--- src/rtl/alu_mdu_seq.sv ---
// Sequential RV32IM-style ALU with iterative multiply and restoring divide.
// Valid/ready on both sides; base ops retire in one registered cycle.
`timescale 1ns/1ps
module alu_mdu_seq #(
  parameter int XLEN     = 32,
  parameter int MUL_BITS = 1
) (
  input  logic            CLK,
  input  logic            RESET,
  input  logic            FLUSH,
  input  logic            IN_VALID,
  output logic            IN_READY,
  input  logic [XLEN-1:0] DATA1,
  input  logic [XLEN-1:0] DATA2,
  input  logic [5:0]      SELECT,
  output logic            OUT_VALID,
  input  logic            OUT_READY,
  output logic [XLEN-1:0] RESULT,
  output logic            BUSY
);
  localparam int SW = $clog2(XLEN);
  localparam logic [SW-1:0] MUL_LAST = SW'(XLEN/MUL_BITS-1);
  localparam logic [SW-1:0] DIV_LAST = SW'(XLEN-1);
  localparam logic [XLEN-1:0] MIN_NEG = {1'b1, {(XLEN-1){1'b0}}};

  typedef enum logic [1:0] {IDLE, MUL, DIV, DONE} state_t;

  state_t            state;
  logic [SW-1:0]     cnt;
  logic [2*XLEN-1:0] acc, mcand;
  logic [XLEN-1:0]   mplier;
  logic              mul_hi, mplier_neg;
  logic [XLEN-1:0]   quo, rem, dvsr;
  logic              neg_q, neg_r, is_rem;

  assign IN_READY  = (state == IDLE);
  assign BUSY      = (state != IDLE);
  assign OUT_VALID = (state == DONE);

  logic [SW-1:0]   shamt;
  logic [XLEN-1:0] base;
  assign shamt = DATA2[SW-1:0];

  always_comb begin
    base = '0;
    if (SELECT[5:3] == 3'b011) base = DATA2;
    else begin
      case (SELECT)
        6'b000000: base = DATA1 + DATA2;
        6'b000001: base = DATA1 << shamt;
        6'b000010: base = {{(XLEN-1){1'b0}}, $signed(DATA1) < $signed(DATA2)};
        6'b000011: base = {{(XLEN-1){1'b0}}, DATA1 < DATA2};
        6'b000100: base = DATA1 ^ DATA2;
        6'b000101: base = DATA1 >> shamt;
        6'b000110: base = DATA1 | DATA2;
        6'b000111: base = DATA1 & DATA2;
        6'b010000: base = DATA1 - DATA2;
        6'b010101: base = $signed(DATA1) >>> shamt;
        default:   base = '0;
      endcase
    end
  end

  logic is_mul, is_div, sgn, div_zero, div_ovf;
  logic [XLEN-1:0] fast_res, a_mag, b_mag;
  assign is_mul   = (SELECT[5:2] == 4'b0010);
  assign is_div   = (SELECT[5:2] == 4'b0011);
  assign sgn      = ~SELECT[0];
  assign div_zero = (DATA2 == '0);
  assign div_ovf  = sgn & (DATA1 == MIN_NEG) & (DATA2 == '1);
  assign fast_res = div_zero ? (SELECT[1] ? DATA1 : '1)
                             : (SELECT[1] ? '0 : DATA1);
  assign a_mag = (sgn & DATA1[XLEN-1]) ? -DATA1 : DATA1;
  assign b_mag = (sgn & DATA2[XLEN-1]) ? -DATA2 : DATA2;

  logic mc_sx;
  assign mc_sx = (SELECT[1:0] == 2'b01) | (SELECT[1:0] == 2'b10);

  // Signed multiplier: unsigned sum of its bits minus multiplicand<<XLEN
  logic [2*XLEN-1:0] part, acc_nxt, prod;
  always_comb begin
    part = '0;
    for (int i = 0; i < MUL_BITS; i++)
      if (mplier[i]) part = part + (mcand << i);
    acc_nxt = acc + part;
    prod    = mplier_neg ? acc_nxt - (mcand << MUL_BITS) : acc_nxt;
  end

  logic [XLEN:0]   trial;
  logic            ge;
  logic [XLEN-1:0] rem_nxt, quo_nxt, q_fin, r_fin;
  always_comb begin
    trial   = {rem, quo[XLEN-1]};
    ge      = trial >= {1'b0, dvsr};
    rem_nxt = ge ? XLEN'(trial - {1'b0, dvsr}) : trial[XLEN-1:0];
    quo_nxt = {quo[XLEN-2:0], ge};
    q_fin   = neg_q ? -quo_nxt : quo_nxt;
    r_fin   = neg_r ? -rem_nxt : rem_nxt;
  end

  always_ff @(posedge CLK or posedge RESET) begin
    if (RESET) begin
      state      <= IDLE;
      cnt        <= '0;
      RESULT     <= '0;
      acc        <= '0;
      mcand      <= '0;
      mplier     <= '0;
      mul_hi     <= 1'b0;
      mplier_neg <= 1'b0;
      quo        <= '0;
      rem        <= '0;
      dvsr       <= '0;
      neg_q      <= 1'b0;
      neg_r      <= 1'b0;
      is_rem     <= 1'b0;
    end else if (FLUSH) begin
      state <= IDLE;
      cnt   <= '0;
    end else begin
      case (state)
        IDLE: if (IN_VALID) begin
          cnt <= '0;
          if (is_mul) begin
            mcand      <= {{XLEN{mc_sx & DATA1[XLEN-1]}}, DATA1};
            mplier     <= DATA2;
            acc        <= '0;
            mul_hi     <= (SELECT[1:0] != 2'b00);
            mplier_neg <= (SELECT[1:0] == 2'b01) & DATA2[XLEN-1];
            state      <= MUL;
          end else if (is_div) begin
            if (div_zero | div_ovf) begin
              RESULT <= fast_res;
              state  <= DONE;
            end else begin
              quo    <= a_mag;
              dvsr   <= b_mag;
              rem    <= '0;
              neg_q  <= sgn & (DATA1[XLEN-1] ^ DATA2[XLEN-1]);
              neg_r  <= sgn & DATA1[XLEN-1];
              is_rem <= SELECT[1];
              state  <= DIV;
            end
          end else begin
            RESULT <= base;
            state  <= DONE;
          end
        end
        MUL: begin
          acc    <= acc_nxt;
          mcand  <= mcand << MUL_BITS;
          mplier <= mplier >> MUL_BITS;
          cnt    <= cnt + 1'b1;
          if (cnt == MUL_LAST) begin
            RESULT <= mul_hi ? prod[2*XLEN-1:XLEN] : prod[XLEN-1:0];
            cnt    <= '0;
            state  <= DONE;
          end
        end
        DIV: begin
          rem <= rem_nxt;
          quo <= quo_nxt;
          cnt <= cnt + 1'b1;
          if (cnt == DIV_LAST) begin
            RESULT <= is_rem ? r_fin : q_fin;
            cnt    <= '0;
            state  <= DONE;
          end
        end
        DONE: if (OUT_READY) state <= IDLE;
        default: state <= IDLE;
      endcase
    end
  end
endmodule

--- config.mk ---
export PLATFORM = sky130hd
export DESIGN_NAME = alu_mdu_seq
export DESIGN_NICKNAME = d
export VERILOG_FILES = /design/src/rtl/alu_mdu_seq.sv
export SDC_FILE = /design/constraint.sdc
export NUM_CORES = 2
export LEC_CHECK = 0
export CAP_MARGIN = 20
export CORE_UTILIZATION = 40
export DETAILED_ROUTE_END_ITERATION = 6
export SLEW_MARGIN = 30
export SYNTH_ARGS = -nofsm -noshare
export SYNTH_HDL_FRONTEND = slang
export SYNTH_SLANG_ARGS = --single-unit
--- constraint.sdc ---
create_clock -name CLK -period 16.6 [get_ports CLK]
set_input_delay 2.49 -clock CLK [delete_from_list [all_inputs] [get_ports CLK]]
set_output_delay 2.49 -clock CLK [all_outputs]
set_load 0.05 [all_outputs]
==> results by group <==
Clocking
  – Clk_lat worst skew: 0.62 ns
  – Maximum root-to-sink buffer count: 3
  – CTS H-tree lvls: 2
  – Reg clk slew, reported paths: 0.06 ns
  – Hold Buf Count CTS: 0
  – TritonCTS clock tree: done
  – Resized cells post-CTS: 0
  – Clock sinks: 300
  – CTS buffer count: 40
  – Post-CTS setup buffers: 0
  – Clk root buf: clkbuf_16

STA
  – Final Hold Slack: 0.4708 ns
  – RSZ-0062 raised after global routing: no
  – Final setup fails: 0
  – Measured slew at the worst slew-check pin: 1.036 ns
  – Slew Limit Headroom: 0.2912
  – Max Clock Freq: 127.3 MHz
  – Clk_skew: 0.04216 ns
  – Fin crit share: 0.4733
  – Minimum clock period: 7.857 ns
  – Final Hold Viols: 0
  – Final slew viol count: 0
  – Total negative slack: 0 ns

Job
  – Number of max-cap violations: 0

Drt
  – Routed via count: 37820
  – Routed wire per std cell: 27.50 um
  – DR vias/cell: 6.478
  – DRC Markers: 0
  – Initial DRC Count: 4725
  – Post-DRT Antenna Nets: 0
  – Total wire length: 160500 um
  – TritonRoute pass-1 iters: 6

Placed design
  – Placer Congestion: 1.081
  – PortBufs: 109
  – Placed wire-length estimate: 121300 um

Worst setup path
  – Worst reg2reg setup slack: 8.74 ns
  – Largest fanout on the critical path: 65
  – Top delay family on crit path: compound AO/OA/AOI/OAI gates
  – Crit path depth: 26
  – CP max stage delay: 0.65 ns
  – CP Data Required Time: 17.05 ns
  – Crit path max-delay cell type: or4b_2
  – Critical Path Sink: RESULT[7]
  – Most frequent CP cell: o21ai_0
  – R2R Path Start: mplier[0]
  – CP Launch Type: register
  – Bufs and invs on worst path: 2
  – WP data arrival: 8.31 ns
  – CP startpoint: mplier[0]
  – Worst R2R End: RESULT[7]
  – CP Class: register to register
  – Reg2reg path depth: 26
  – Crit. End Element: register

Yosys
  – Synthesized net count: 5100
  – Top FF cell, synth: dfrtp_1
  – Area of the mapped netlist: 35700 um^2
  – Yosys cell types: 90
  – Ys async rst share: 1.000
  – FF+latch count, synth: 300
  – Ys Warns: 0
  – Mean post-synth cell area: 7.516 um^2
  – Register area share after synthesis: 0.2103
  – EDFF count, synth: 0
  – Cells after Synth: 4750

Floorplanning
  – Die span in x: 300.8 um
  – Core Region: 88370 um^2
  – Initial Utilization: 0.4040
  – Chip height: 300.8 um
  – Site Rows: 109
  – IO Pins: 110
  – Die footprint: 90450 um^2

Power
  – Power per cell area: 173.8 nW/um^2
  – Maximum vdd drop: 0.0001063 V
  – P_leak: 17.24 nW

Finish
  – Commonest cells after routing, fill and taps aside: nand2_1, o21ai_0, a21oi_1, nor2_1, dfrtp_1
  – FILL cells: 9036
  – Nets: 4988
  – Commonest non-fill, non-tap cell in the layout: nand2_1
  – Ratio of cells with drive above 1 in the final layout: 0.05675
  – Area Overhead vs Synth: 9.378%

Global route
  – Pin count of the biggest net entering global routing: 160
  – Global-route wire length before repair: 235100 um
  – Initial antenna violation count: 10
  – Vias in the first global route: 34610
  – Total track usage: 0.3449
  – GRT overflow: 0

Run status
  – Run status: finished clean

Hold path
  – Hold Path Class: register to register
cells by family after synthesis:
kind of cell	synth area share
and+or+nand+nor	0.1891
DFF	0.2103
xor gates and xnor gates	0.06158
buffers and inverters	0.06252
muxes	0.07335
adders and majority gates	0.1016
AOI/OAI and AO/OA	0.3016
how the worst min path moves through the flow:
stage               cells past startpoint         end  slack (ns)  startpoint
CTS                                     2      acc[2]        0.48      acc[2]
detailed placement                      2      acc[2]        0.46      acc[2]
finish                                  2      acc[2]        0.47      acc[2]
global placement                        2  mplier[29]        0.46  mplier[29]
global route                            2      acc[0]        0.50      acc[0]
floorplan                               2      acc[0]        0.45      acc[0]
cell usage after synthesis (22+ instances only):
master / instances / area, um^2
nand4_1: 52 / 325.3
o41ai_1: 22 / 192.7
nor2b_1: 22 / 137.6
o2111ai_1: 22 / 192.7
o211ai_1: 85 / 638.1
xnor2_1: 179 / 1568
or3_1: 28 / 175.2
o21ai_0: 421 / 2107
a211oi_1: 42 / 315.3
inv_1: 238 / 893.4
a21oi_1: 416 / 2082
a21o_1: 126 / 945.9
ha_1: 270 / 3378
nand3_1: 137 / 685.7
and3_1: 41 / 256.5
clkbuf_1: 307 / 1152
and2_1: 85 / 531.8
o31ai_1: 61 / 457.9
nor2_1: 376 / 1411
a31oi_1: 58 / 362.9
o21a_1: 33 / 247.7
a22o_1: 65 / 569.3
nor4_1: 26 / 162.7
nor3_1: 60 / 300.3
mux4_2: 47 / 1059
dfrtp_1: 300 / 7507
nand2_1: 525 / 1971
nand2b_1: 32 / 200.2
xor2_1: 72 / 630.6
o21bai_1: 38 / 285.3
buf_1: 33 / 123.9
a221oi_1: 52 / 455.4
o221ai_1: 23 / 201.4
mux2i_1: 139 / 1391
stage by stage:
step,power [W],utilization,worst slack (ns),cells,cell area [um^2]
floorplan,0.004248,-,5.821,4750,35700
global placement,0.005698,0.4258,8.690,5759,37630
detailed placement,0.005722,0.4260,8.619,5760,37650
CTS,0.006671,0.4413,8.875,5834,39000
global route,0.007176,0.4418,8.292,5835,39040
finish,0.006788,0.4419,8.743,5837,39050
registers in the layout, summed over array words and instances (netlist names), 2 cells and up:
name,flops
mcand,64
RESULT,32
cnt,5
rem,32
mplier,32
acc,64
quo,32
dvsr,32
state,2
layout make-up:
| class | count | area [um^2] | share of cell area |
|---|---|---|---|
| multi-input cells | 3858 | 26040 | 0.6667 |
| flip-flops and latches | 300 | 7510 | 0.1923 |
| repair buffers | 194 | 1769 | 0.04531 |
| well taps | 1165 | 1458 | 0.03733 |
| clock buffers | 57 | 1145 | 0.02932 |
| inverters | 244 | 923.4 | 0.02365 |
| clock inverters | 17 | 205.2 | 0.005255 |
| diodes | 2 | 5.005 | 0.0001282 |
per-layer routing:
layer | global-route usage | part of all wire | vias up
met3 | 0.08377 | 0.11 | 431
li1 | - | - | 17220
met1 | 0.4769 | 0.42 | 18160
met5 | 0 | 0.00063 | -
met2 | 0.4953 | 0.41 | 1999
met4 | 0.1750 | 0.058 | 8
where the power goes:
group | internal [W] | switching (W) | total (W) | leakage [nW]
Combinational | 0.00163 | 0.00299 | 0.00461 | 12.7
Sequential | 0.000974 | 0.000281 | 0.00125 | 3.87
Clock | 0.000531 | 0.000388 | 0.000919 | 0.661
Total | 0.00313 | 0.00366 | 0.00679 | 17.2
tightest hold or removal path, delay by kind of cell (launching register included):
kind | cells | cell delay (ns)
flip-flops | 1 | 0.34
AND/OR/NAND/NOR | 2 | 0.10
No activity file was read; power rests on OpenSTA's default activity.
